[src/rtl/seg_scan_display_if.sv]
// Signal bundle between the debug data sources, the scan driver and the board pins.
// The slave side is the scan driver; the master side feeds channel data and controls.
interface seg_scan_display_if #(
  parameter int DIGITS = 8,
  parameter int CH     = 8,
  parameter int CW     = (CH > 1) ? $clog2(CH) : 1
);
  logic [CH*DIGITS*4-1:0] ch_data;
  logic [CW-1:0]          ch_sel;
  logic                   auto_cycle;
  logic                   freeze;
  logic                   blank_lz;
  logic [DIGITS-1:0]      dp_mask;
  logic [DIGITS-1:0]      an;
  logic [6:0]             seg;
  logic                   dp;
  logic [CW-1:0]          chan_shown;
  logic                   frame_tick;

  modport master (
    output ch_data, ch_sel, auto_cycle, freeze, blank_lz, dp_mask,
    input  an, seg, dp, chan_shown, frame_tick
  );

  modport slave (
    input  ch_data, ch_sel, auto_cycle, freeze, blank_lz, dp_mask,
    output an, seg, dp, chan_shown, frame_tick
  );
endinterface

[src/rtl/seg_scan_display.sv]
// Multiplexed seven-segment scan driver: prescaled digit scan, per-frame snapshot of a
// selected or auto-rotated channel, leading-zero blanking and decimal points.
module seg_scan_display #(
  parameter int DIGITS        = 8,
  parameter int CH            = 8,
  parameter int CLK_DIV       = 50000,
  parameter int FRAMES_PER_CH = 256,
  parameter int CW            = (CH > 1) ? $clog2(CH) : 1
) (
  input logic               clk,
  input logic               rst,
  seg_scan_display_if.slave bus
);
  localparam int PW = $clog2(CLK_DIV);
  localparam int IW = (DIGITS > 1) ? $clog2(DIGITS) : 1;
  localparam int FW = (FRAMES_PER_CH > 1) ? $clog2(FRAMES_PER_CH) : 1;
  localparam int SW = DIGITS * 4;

  logic [PW-1:0]     pre;
  logic [IW-1:0]     idx;
  logic [FW-1:0]     fcnt;
  logic [CW-1:0]     chan;
  logic [CW-1:0]     chan_next;
  logic [SW-1:0]     snap;
  logic              tick;
  logic              wrap;
  logic              last_frame;
  logic              upper_zero;
  logic [DIGITS-1:0] blank;
  logic [3:0]        nib;

  function automatic logic [6:0] encode(input logic [3:0] v);
    case (v)
      4'h0: encode = 7'h40;
      4'h1: encode = 7'h79;
      4'h2: encode = 7'h24;
      4'h3: encode = 7'h30;
      4'h4: encode = 7'h19;
      4'h5: encode = 7'h12;
      4'h6: encode = 7'h02;
      4'h7: encode = 7'h78;
      4'h8: encode = 7'h00;
      4'h9: encode = 7'h18;
      4'hA: encode = 7'h08;
      4'hB: encode = 7'h03;
      4'hC: encode = 7'h46;
      4'hD: encode = 7'h21;
      4'hE: encode = 7'h06;
      default: encode = 7'h0E;
    endcase
  endfunction

  assign tick       = (pre == PW'(CLK_DIV - 1));
  assign wrap       = tick && (idx == IW'(DIGITS - 1));
  assign last_frame = (fcnt == FW'(FRAMES_PER_CH - 1));
  assign nib        = snap[int'(idx)*4 +: 4];

  always_ff @(posedge clk or posedge rst) begin
    if (rst) begin
      pre <= '0;
      idx <= '0;
    end else if (tick) begin
      pre <= '0;
      idx <= wrap ? '0 : idx + 1'b1;
    end else begin
      pre <= pre + 1'b1;
    end
  end

  // Out-of-range manual selections fall back to channel 0.
  always_comb begin
    chan_next = chan;
    if (!bus.auto_cycle) begin
      chan_next = (int'(bus.ch_sel) >= CH) ? '0 : bus.ch_sel;
    end else if (last_frame) begin
      chan_next = (int'(chan) == CH - 1) ? '0 : chan + 1'b1;
    end
  end

  // Snapshot only at the frame wrap so a frame never mixes two data words.
  always_ff @(posedge clk or posedge rst) begin
    if (rst) begin
      chan <= '0;
      snap <= '0;
      fcnt <= '0;
    end else begin
      if (wrap && !bus.freeze) begin
        chan <= chan_next;
        snap <= bus.ch_data[int'(chan_next)*SW +: SW];
      end
      if (!bus.auto_cycle) begin
        fcnt <= '0;
      end else if (wrap && !bus.freeze) begin
        fcnt <= last_frame ? '0 : fcnt + 1'b1;
      end
    end
  end

  // Scan from the top digit down; a digit blanks while everything above it is zero.
  always_comb begin
    upper_zero = 1'b1;
    blank      = '0;
    for (int i = DIGITS - 1; i >= 1; i--) begin
      upper_zero = upper_zero && (snap[i*4 +: 4] == 4'h0);
      blank[i]   = bus.blank_lz && upper_zero;
    end
  end

  always_ff @(posedge clk or posedge rst) begin
    if (rst) begin
      bus.an         <= '1;
      bus.seg        <= 7'h7F;
      bus.dp         <= 1'b1;
      bus.chan_shown <= '0;
      bus.frame_tick <= 1'b0;
    end else begin
      bus.an         <= ~(DIGITS'(1) << idx);
      bus.seg        <= blank[idx] ? 7'h7F : encode(nib);
      bus.dp         <= ~bus.dp_mask[idx];
      bus.chan_shown <= chan;
      bus.frame_tick <= (pre == '0) && (idx == '0);
    end
  end
endmodule

[src/flat_wrapper.sv]
// flat-port wrapper written by rule: the top's interface ports become plain ports
module seg_scan_display_flat 
#(
  parameter int DIGITS        = 8,
  parameter int CH            = 8,
  parameter int CLK_DIV       = 50000,
  parameter int FRAMES_PER_CH = 256,
  parameter int CW            = (CH > 1) ? $clog2(CH) : 1
)
  (clk, rst, bus_ch_data, bus_ch_sel, bus_auto_cycle, bus_freeze, bus_blank_lz, bus_dp_mask, bus_an, bus_seg, bus_dp, bus_chan_shown, bus_frame_tick);
  seg_scan_display_if #(.DIGITS(DIGITS), .CH(CH), .CW(CW)) bus_i ();
  input logic clk;
  input logic rst;
  input wire logic [$bits(bus_i.ch_data)-1:0] bus_ch_data;
  input wire logic [$bits(bus_i.ch_sel)-1:0] bus_ch_sel;
  input wire logic [$bits(bus_i.auto_cycle)-1:0] bus_auto_cycle;
  input wire logic [$bits(bus_i.freeze)-1:0] bus_freeze;
  input wire logic [$bits(bus_i.blank_lz)-1:0] bus_blank_lz;
  input wire logic [$bits(bus_i.dp_mask)-1:0] bus_dp_mask;
  output wire logic [$bits(bus_i.an)-1:0] bus_an;
  output wire logic [$bits(bus_i.seg)-1:0] bus_seg;
  output wire logic [$bits(bus_i.dp)-1:0] bus_dp;
  output wire logic [$bits(bus_i.chan_shown)-1:0] bus_chan_shown;
  output wire logic [$bits(bus_i.frame_tick)-1:0] bus_frame_tick;
  assign bus_i.ch_data = bus_ch_data;
  assign bus_i.ch_sel = bus_ch_sel;
  assign bus_i.auto_cycle = bus_auto_cycle;
  assign bus_i.freeze = bus_freeze;
  assign bus_i.blank_lz = bus_blank_lz;
  assign bus_i.dp_mask = bus_dp_mask;
  assign bus_an = bus_i.an;
  assign bus_seg = bus_i.seg;
  assign bus_dp = bus_i.dp;
  assign bus_chan_shown = bus_i.chan_shown;
  assign bus_frame_tick = bus_i.frame_tick;
  seg_scan_display #(.DIGITS(DIGITS), .CH(CH), .CLK_DIV(CLK_DIV), .FRAMES_PER_CH(FRAMES_PER_CH), .CW(CW)) u_core (.clk(clk), .rst(rst), .bus(bus_i));
endmodule
[config.mk]
export PLATFORM = sky130hd
export DESIGN_NAME = seg_scan_display_flat
export DESIGN_NICKNAME = d
export VERILOG_FILES = /design/src/rtl/seg_scan_display_if.sv /design/src/rtl/seg_scan_display.sv /design/src/flat_wrapper.sv
export SDC_FILE = /design/constraint.sdc
export NUM_CORES = 1
export LEC_CHECK = 0
export ABC_CLOCK_PERIOD_IN_PS = 2780
export CORE_MARGIN = 4
export CORE_UTILIZATION = 37
export CTS_CLUSTER_SIZE = 12
export DETAILED_ROUTE_END_ITERATION = 6
export GPL_TIMING_DRIVEN = 0
export PLACE_DENSITY = 0.75
export SLEW_MARGIN = 10
export SYNTH_ARGS = -nofsm -noshare
export SYNTH_HDL_FRONTEND = slang
export SYNTH_SLANG_ARGS = --single-unit
[constraint.sdc]
create_clock -name clk -period 2.78 [get_ports clk]
set_input_delay 0.556 -clock clk [delete_from_list [all_inputs] [get_ports clk]]
set_output_delay 0.556 -clock clk [all_outputs]
set_load 0.02 [all_outputs]
# Word-level counts from Yosys, hierarchy flattened
# Memory sizes are Yosys's and may differ from the RTL's.
# Cells that the tools add are included.
# totals
regBits,82
mem_bits_ro,112
out_inout_bits,20
elab_cells,65
mem_count,1
# op_classes
n_addsub,4
magnitude_cmp,1
eq_ne,5
n_shift,3
n_mux,13
bitwise_logic,2
reduce_logical,26
# mem_list
memory,words,width,rd,rd_clocked_by_memory_dff,write_ports,line,rtl
(no name shown),16,7,1,0,0,seg_scan_display.sv:33,case (v)
# op_table
operator,count
$shiftx A256 B9 Y32,1
$shiftx A32 B6 Y4,1
$logic_not A4 Y1,7
$mux W8,3
$add A16 B1 Y16 const B,1
$eq A16 B16 Y1 const B,1
$logic_and A1 B1 Y1,16
$logic_not A16 Y1,1
$mux W16,1
$mux W3,4
$add A8 B1 Y8 const B,1
$eq A8 B8 Y1 const B,1
$not A8 Y8,1
$shl A1 B3 Y8 const A,1
$mux W7,1
$add A3 B1 Y3 const B,2
$bmux W1 S3,2
$lt A3 B4 Y1 const B,1
$eq A3 B1 Y1 const B,1
$eq A3 B3 Y1 const B,1
$logic_not A3 Y1,1
$mux W1,2
$ne A2 B1 Y1 const B,1
$logic_not A1 Y1,1
$not A1 Y1,1

# Depth between registers and ports, before layout
# depth
depth_word,11
depth_mapped,11
mapped_depth_nobuf,8

# Worst setup path after synthesis
# No wires, ideal clock.
# synth_path
kind,reg2reg
startpoint,register u_core.idx[1]
endpoint,register u_core.bus.seg[3]
arrival_time_ps,2382
t_required_ps,2708
slack_ps,326
path_stages_with_launch,8
cell_sequence,dfrtp_1 -> clkbuf_1 -> mux4_2 -> mux2i_1 -> ha_1 -> mux2i_1 -> o221ai_1 -> o21ai_1
# synth_via
elab_chain_cells,3
elab_cells_between_ends,5
# synth_lines
item,line,rtl
"start, declared",seg_scan_display.sv:20,logic [IW-1:0] idx;
"start signal, assigned",seg_scan_display.sv:64,idx <= wrap ? '0 : idx + 1'b1;
$shiftx A32 B6 Y4 / $bmux W1 S3 (equally long branches),"seg_scan_display.sv:56, seg_scan_display.sv:118",
$mem_v2 Z16 W7 / $mux W1 (equally long branches),n/a,
$mux W7 (*),seg_scan_display.sv:118,bus.seg <= blank[idx] ? 7'h7F : encode(nib);
"end signal, assigned",seg_scan_display.sv:118,
"end, declared",seg_scan_display_if.sv:27,"output an, seg, dp, chan_shown, frame_tick"
# Mark *: on every way between the ends. The rest lies on a longest branch, timed or not. The select of a mux whose other input is x is not followed.
# A chain may end at the register's enable or synchronous reset.

# Worst setup path in the final report
# layout_path
startpoint,register u_core.fcnt[0]
endpoint,register u_core.snap[9]
# layout_via
elab_chain_cells,4
# layout_lines
item,line,rtl
"start, declared",seg_scan_display.sv:21,logic [FW-1:0] fcnt;
"start signal, assigned",seg_scan_display.sv:94,fcnt <= last_frame ? '0 : fcnt + 1'b1;
$eq A8 B8 Y1,seg_scan_display.sv:55,assign last_frame = (fcnt == FW'(FRAMES_PER_CH - 1));
$mux W3,seg_scan_display.sv:75,end else if (last_frame) begin
$mux W3,seg_scan_display.sv:73,if (!bus.auto_cycle) begin
$shiftx A256 B9 Y32,seg_scan_display.sv:89,snap <= bus.ch_data[int'(chan_next)*SW +: SW];
"end signal, assigned",seg_scan_display.sv:89,
"end, declared",seg_scan_display.sv:24,logic [SW-1:0] snap;
# No other way between the ends.

==> impl_metrics.py <==
metrics = {
    "worst_setup_path": {
        "crit_start": "u_core.fcnt[0]",
        "cp_num_cells": 10,
        "r2r-start": "u_core.fcnt[0]",
        "critPathLaunchType": "flop",
        "critPathSlowestCell": "or3_1",
        "cp.arrival_ns": 2.90,
        "ff2ff_path_depth": 10,
        "endpoint_kind": "flop",
        "required_ns": 3.00,
        "crit_buf_inv": 3,
        "worstSetupPathType": "flop to flop",
        "worstPathMaxFanout": 10,
        "path_delay_family": "compound AO/OA/AOI/OAI gates",
        "critPathMaxStageDelay_ns": 0.40,
        "cp_cell_sequence": "ha_1 -> and3_1 -> buf_4 -> a21oi_1 -> or3_1 -> buf_4 -> clkbuf_2 -> a21oi_1 -> a22oi_1 -> a221o_1",
    },
    "floorplanning": {
        "die_width_um": 134,
        "fp.dieArea_sq_mm": 0.0180,
        "io_pins": 292,
        "rows": 45,
        "initial_utilization": 0.382,
        "die_h_um": 134,
        "coreArea_sq_mm": 0.0154,
    },
    "synth": {
        "syn_area_sq_mm": 0.00590,
        "synth.avg_cell_area_sq_um": 9.03,
        "synthFlopType": "dfrtp_1",
        "synth_nets": 941,
        "yosys.area.top_type": "dfrtp_1",
        "post-synth-top-count-cell": "nand2_1",
        "ys_ff_latch": 82,
        "synthCells": 653,
        "synth-seq-area-share": 0.351,
        "ys_async_sr_fraction": 1.00,
        "yosys_warnings": 0,
        "synth_cell_type_count": 54,
        "synth.top_cells.by_area": "dfrtp_1, mux2i_1, dfstp_2, nand2_1, a21oi_1",
        "synth_top_area_frac": 0.280,
        "synth_edf_count": 0,
        "synth_commonest_cells": "nand2_1, a21oi_1, mux2i_1, dfrtp_1, o22ai_1",
    },
    "cts": {
        "htreeDepth": 3,
        "cts_buffers": 9,
        "clock_sinks": 82,
        "clockRootBuffer": "clkbuf_16",
        "clk_pin_slew_ns": 0.06,
        "clk_latency_ns": 0.34,
        "clockBufferDepth": 2,
        "cts_setup_buffers": 0,
        "tritoncts": "yes",
    },
    "detailed_routing": {
        "drcViolationCount": 0,
        "first_iter_violations": 504,
        "ant_nets": 0,
        "avgViaCountPerCell": 5.59,
        "wl_per_cell_um": 20.9,
        "dr.pass1.iters": 5,
        "wl_um": 24500,
        "vias": 6557,
    },
    "global_routing": {
        "grt_overflow_total": 0,
        "grt_usage": 0.260,
        "grt_max_degree": 59,
        "grt_pass1_wl_um": 36600,
        "grt_pass1_vias": 6736,
        "antenna_found_initial": 1,
    },
    "hold_path": {
        "hp-class": "flop to flop",
        "holdPathStages": 0,
        "hold_start": "u_core.chan[0]",
    },
    "timing": {
        "layout_setup_ws_ns": 0.0961,
        "max_freq_ghz": 0.373,
        "slew_violations": 0,
        "timing.final.crit_period_ns": 2.68,
        "tightestPinTransition_ns": 0.559,
        "relSlewSlack": 0.628,
        "finClkSkew_ns": 0.00729,
        "hold_viol_final": 0,
        "finalSetupViolations": 0,
        "rsz0062_at_grt": "false",
        "whs_ns": 0.462,
        "finalCritPeriodShare": 0.965,
    },
    "power_and_ir_drop": {
        "p_int_mw": 2.34,
        "clockPowerShare": 0.385,
        "ir_drop_v": 0.000290,
        "comb_power_share": 0.239,
        "swShare": 0.263,
        "power.density_mw_per_mm2": 334,
        "power_mw": 3.18,
        "p_sw_mw": 0.836,
        "seqPwrFrac": 0.376,
        "p_leak_nw": 3.99,
    },
    "cells_and_area": {
        "drive_above_1_share": 0.0979,
        "postLayoutCoreUtil": 0.617,
        "nets": 1243,
        "syn2layout_area_growth_pct": 61.4,
    },
    "placed_design": {
        "place_ws_ns": -0.282,
        "place_congestion": 0.922,
        "hpwl_um": 19700,
        "io_buffer_count": 290,
    },
    "job": {
        "cap_violations": 0,
    },
    "outcome": {
        "status": "finished clean",
    },
}
through the flow:
stage	cell area, sq um	instances	setup TNS (ns)
floorplan	5900	653	0
global placement	9060	1154	-83.04
detailed placement	9090	1155	-4.07
CTS	9420	1171	0
global route	9520	1172	0
finish	9520	1172	0
layout by cell type, fill, tap and decap left out, types with 13 or more instances in the layout:
| master | netlist | final |
|---|---|---|
| nand3_1 | 19 | 17 |
| mux2i_1 | 69 | 65 |
| a221o_1 | 28 | 28 |
| clkdlybuf4s50_1 | 0 | 290 |
| a22oi_1 | 29 | 29 |
| clkbuf_2 | 0 | 13 |
| o22ai_1 | 31 | 31 |
| ha_1 | 16 | 16 |
| nor2_1 | 21 | 21 |
| dfstp_2 | 16 | 16 |
| clkbuf_1 | 26 | 17 |
| dfrtp_1 | 66 | 64 |
| nand2_1 | 99 | 99 |
| o21ai_0 | 15 | 15 |
| a21oi_1 | 70 | 69 |
registers in the layout, summed over array words and instances (netlist names):
| name | count |
|---|---|
| u_core.snap | 32 |
| u_core.pre | 16 |
| u_core.bus.an | 8 |
| u_core.fcnt | 8 |
| u_core.bus.seg | 7 |
| u_core.bus.chan_shown | 3 |
| u_core.chan | 3 |
| u_core.idx | 3 |
| u_core.bus.dp | 1 |
| u_core.bus.frame_tick | 1 |
cells by family after synthesis:
logic type               share of synthesized area
multiplexers                                 0.155
adder cells (fa/ha/maj)                     0.0339
AO/OA/AOI/OAI                                0.229
flip-flops                                   0.351
XOR/XNOR                                    0.0252
AND/OR/NAND/NOR                              0.156
buffers and inverters                       0.0496
path summary, 6_finish.rpt:
check	endpoint	slack, ns
hold / removal	u_core.bus.chan_shown[0]	0.46
setup / recovery	u_core.snap[9]	0.1
max in group asynchronous	u_core.idx[1]	1.65
min in group asynchronous	u_core.pre[12]	0.53
hold reg to reg	u_core.bus.chan_shown[0]	0.46
setup reg to reg	u_core.snap[9]	0.1
layer usage:
metal	share of wire	vias to the layer above	track usage	routed length, um
li1	-	3060	-	-
met1	0.38	3114	0.303	9220
met2	0.51	331	0.467	12400
met3	0.086	52	0.0671	2100
met4	0.031	0	0.0798	762
met5	0	-	0	0
layout make-up:
class | instances | area, sq um
tap | 211 | 264
sequential | 82 | 2070
buffer | 51 | 297
antenna | 1 | 2.50
inverter | 12 | 47.5
clock buffer | 10 | 250
multi-input combinational | 508 | 3600
fill | 1402 | 5910
timing repair buffer | 291 | 2930
clock inverter | 6 | 52.6
power by group through the flow:
stage | logic, mW | registers (mW) | clock network [mW]
after floorplan | 0.249 | 1.22 | 0
after global placement | 0.729 | 1.22 | 0
after detailed placement | 0.739 | 1.22 | 0
after CTS | 0.744 | 1.20 | 1.22
after global routing | 0.807 | 1.19 | 1.27
final | 0.758 | 1.20 | 1.22
what timing repair did:
item                                    CTS  global route
hold buffers                              0             0
resized for setup                        10            34
endpoints found under the setup margin   21            35
pin swaps                                 0             1
Note: power is estimated with default switching activity, not from simulation.
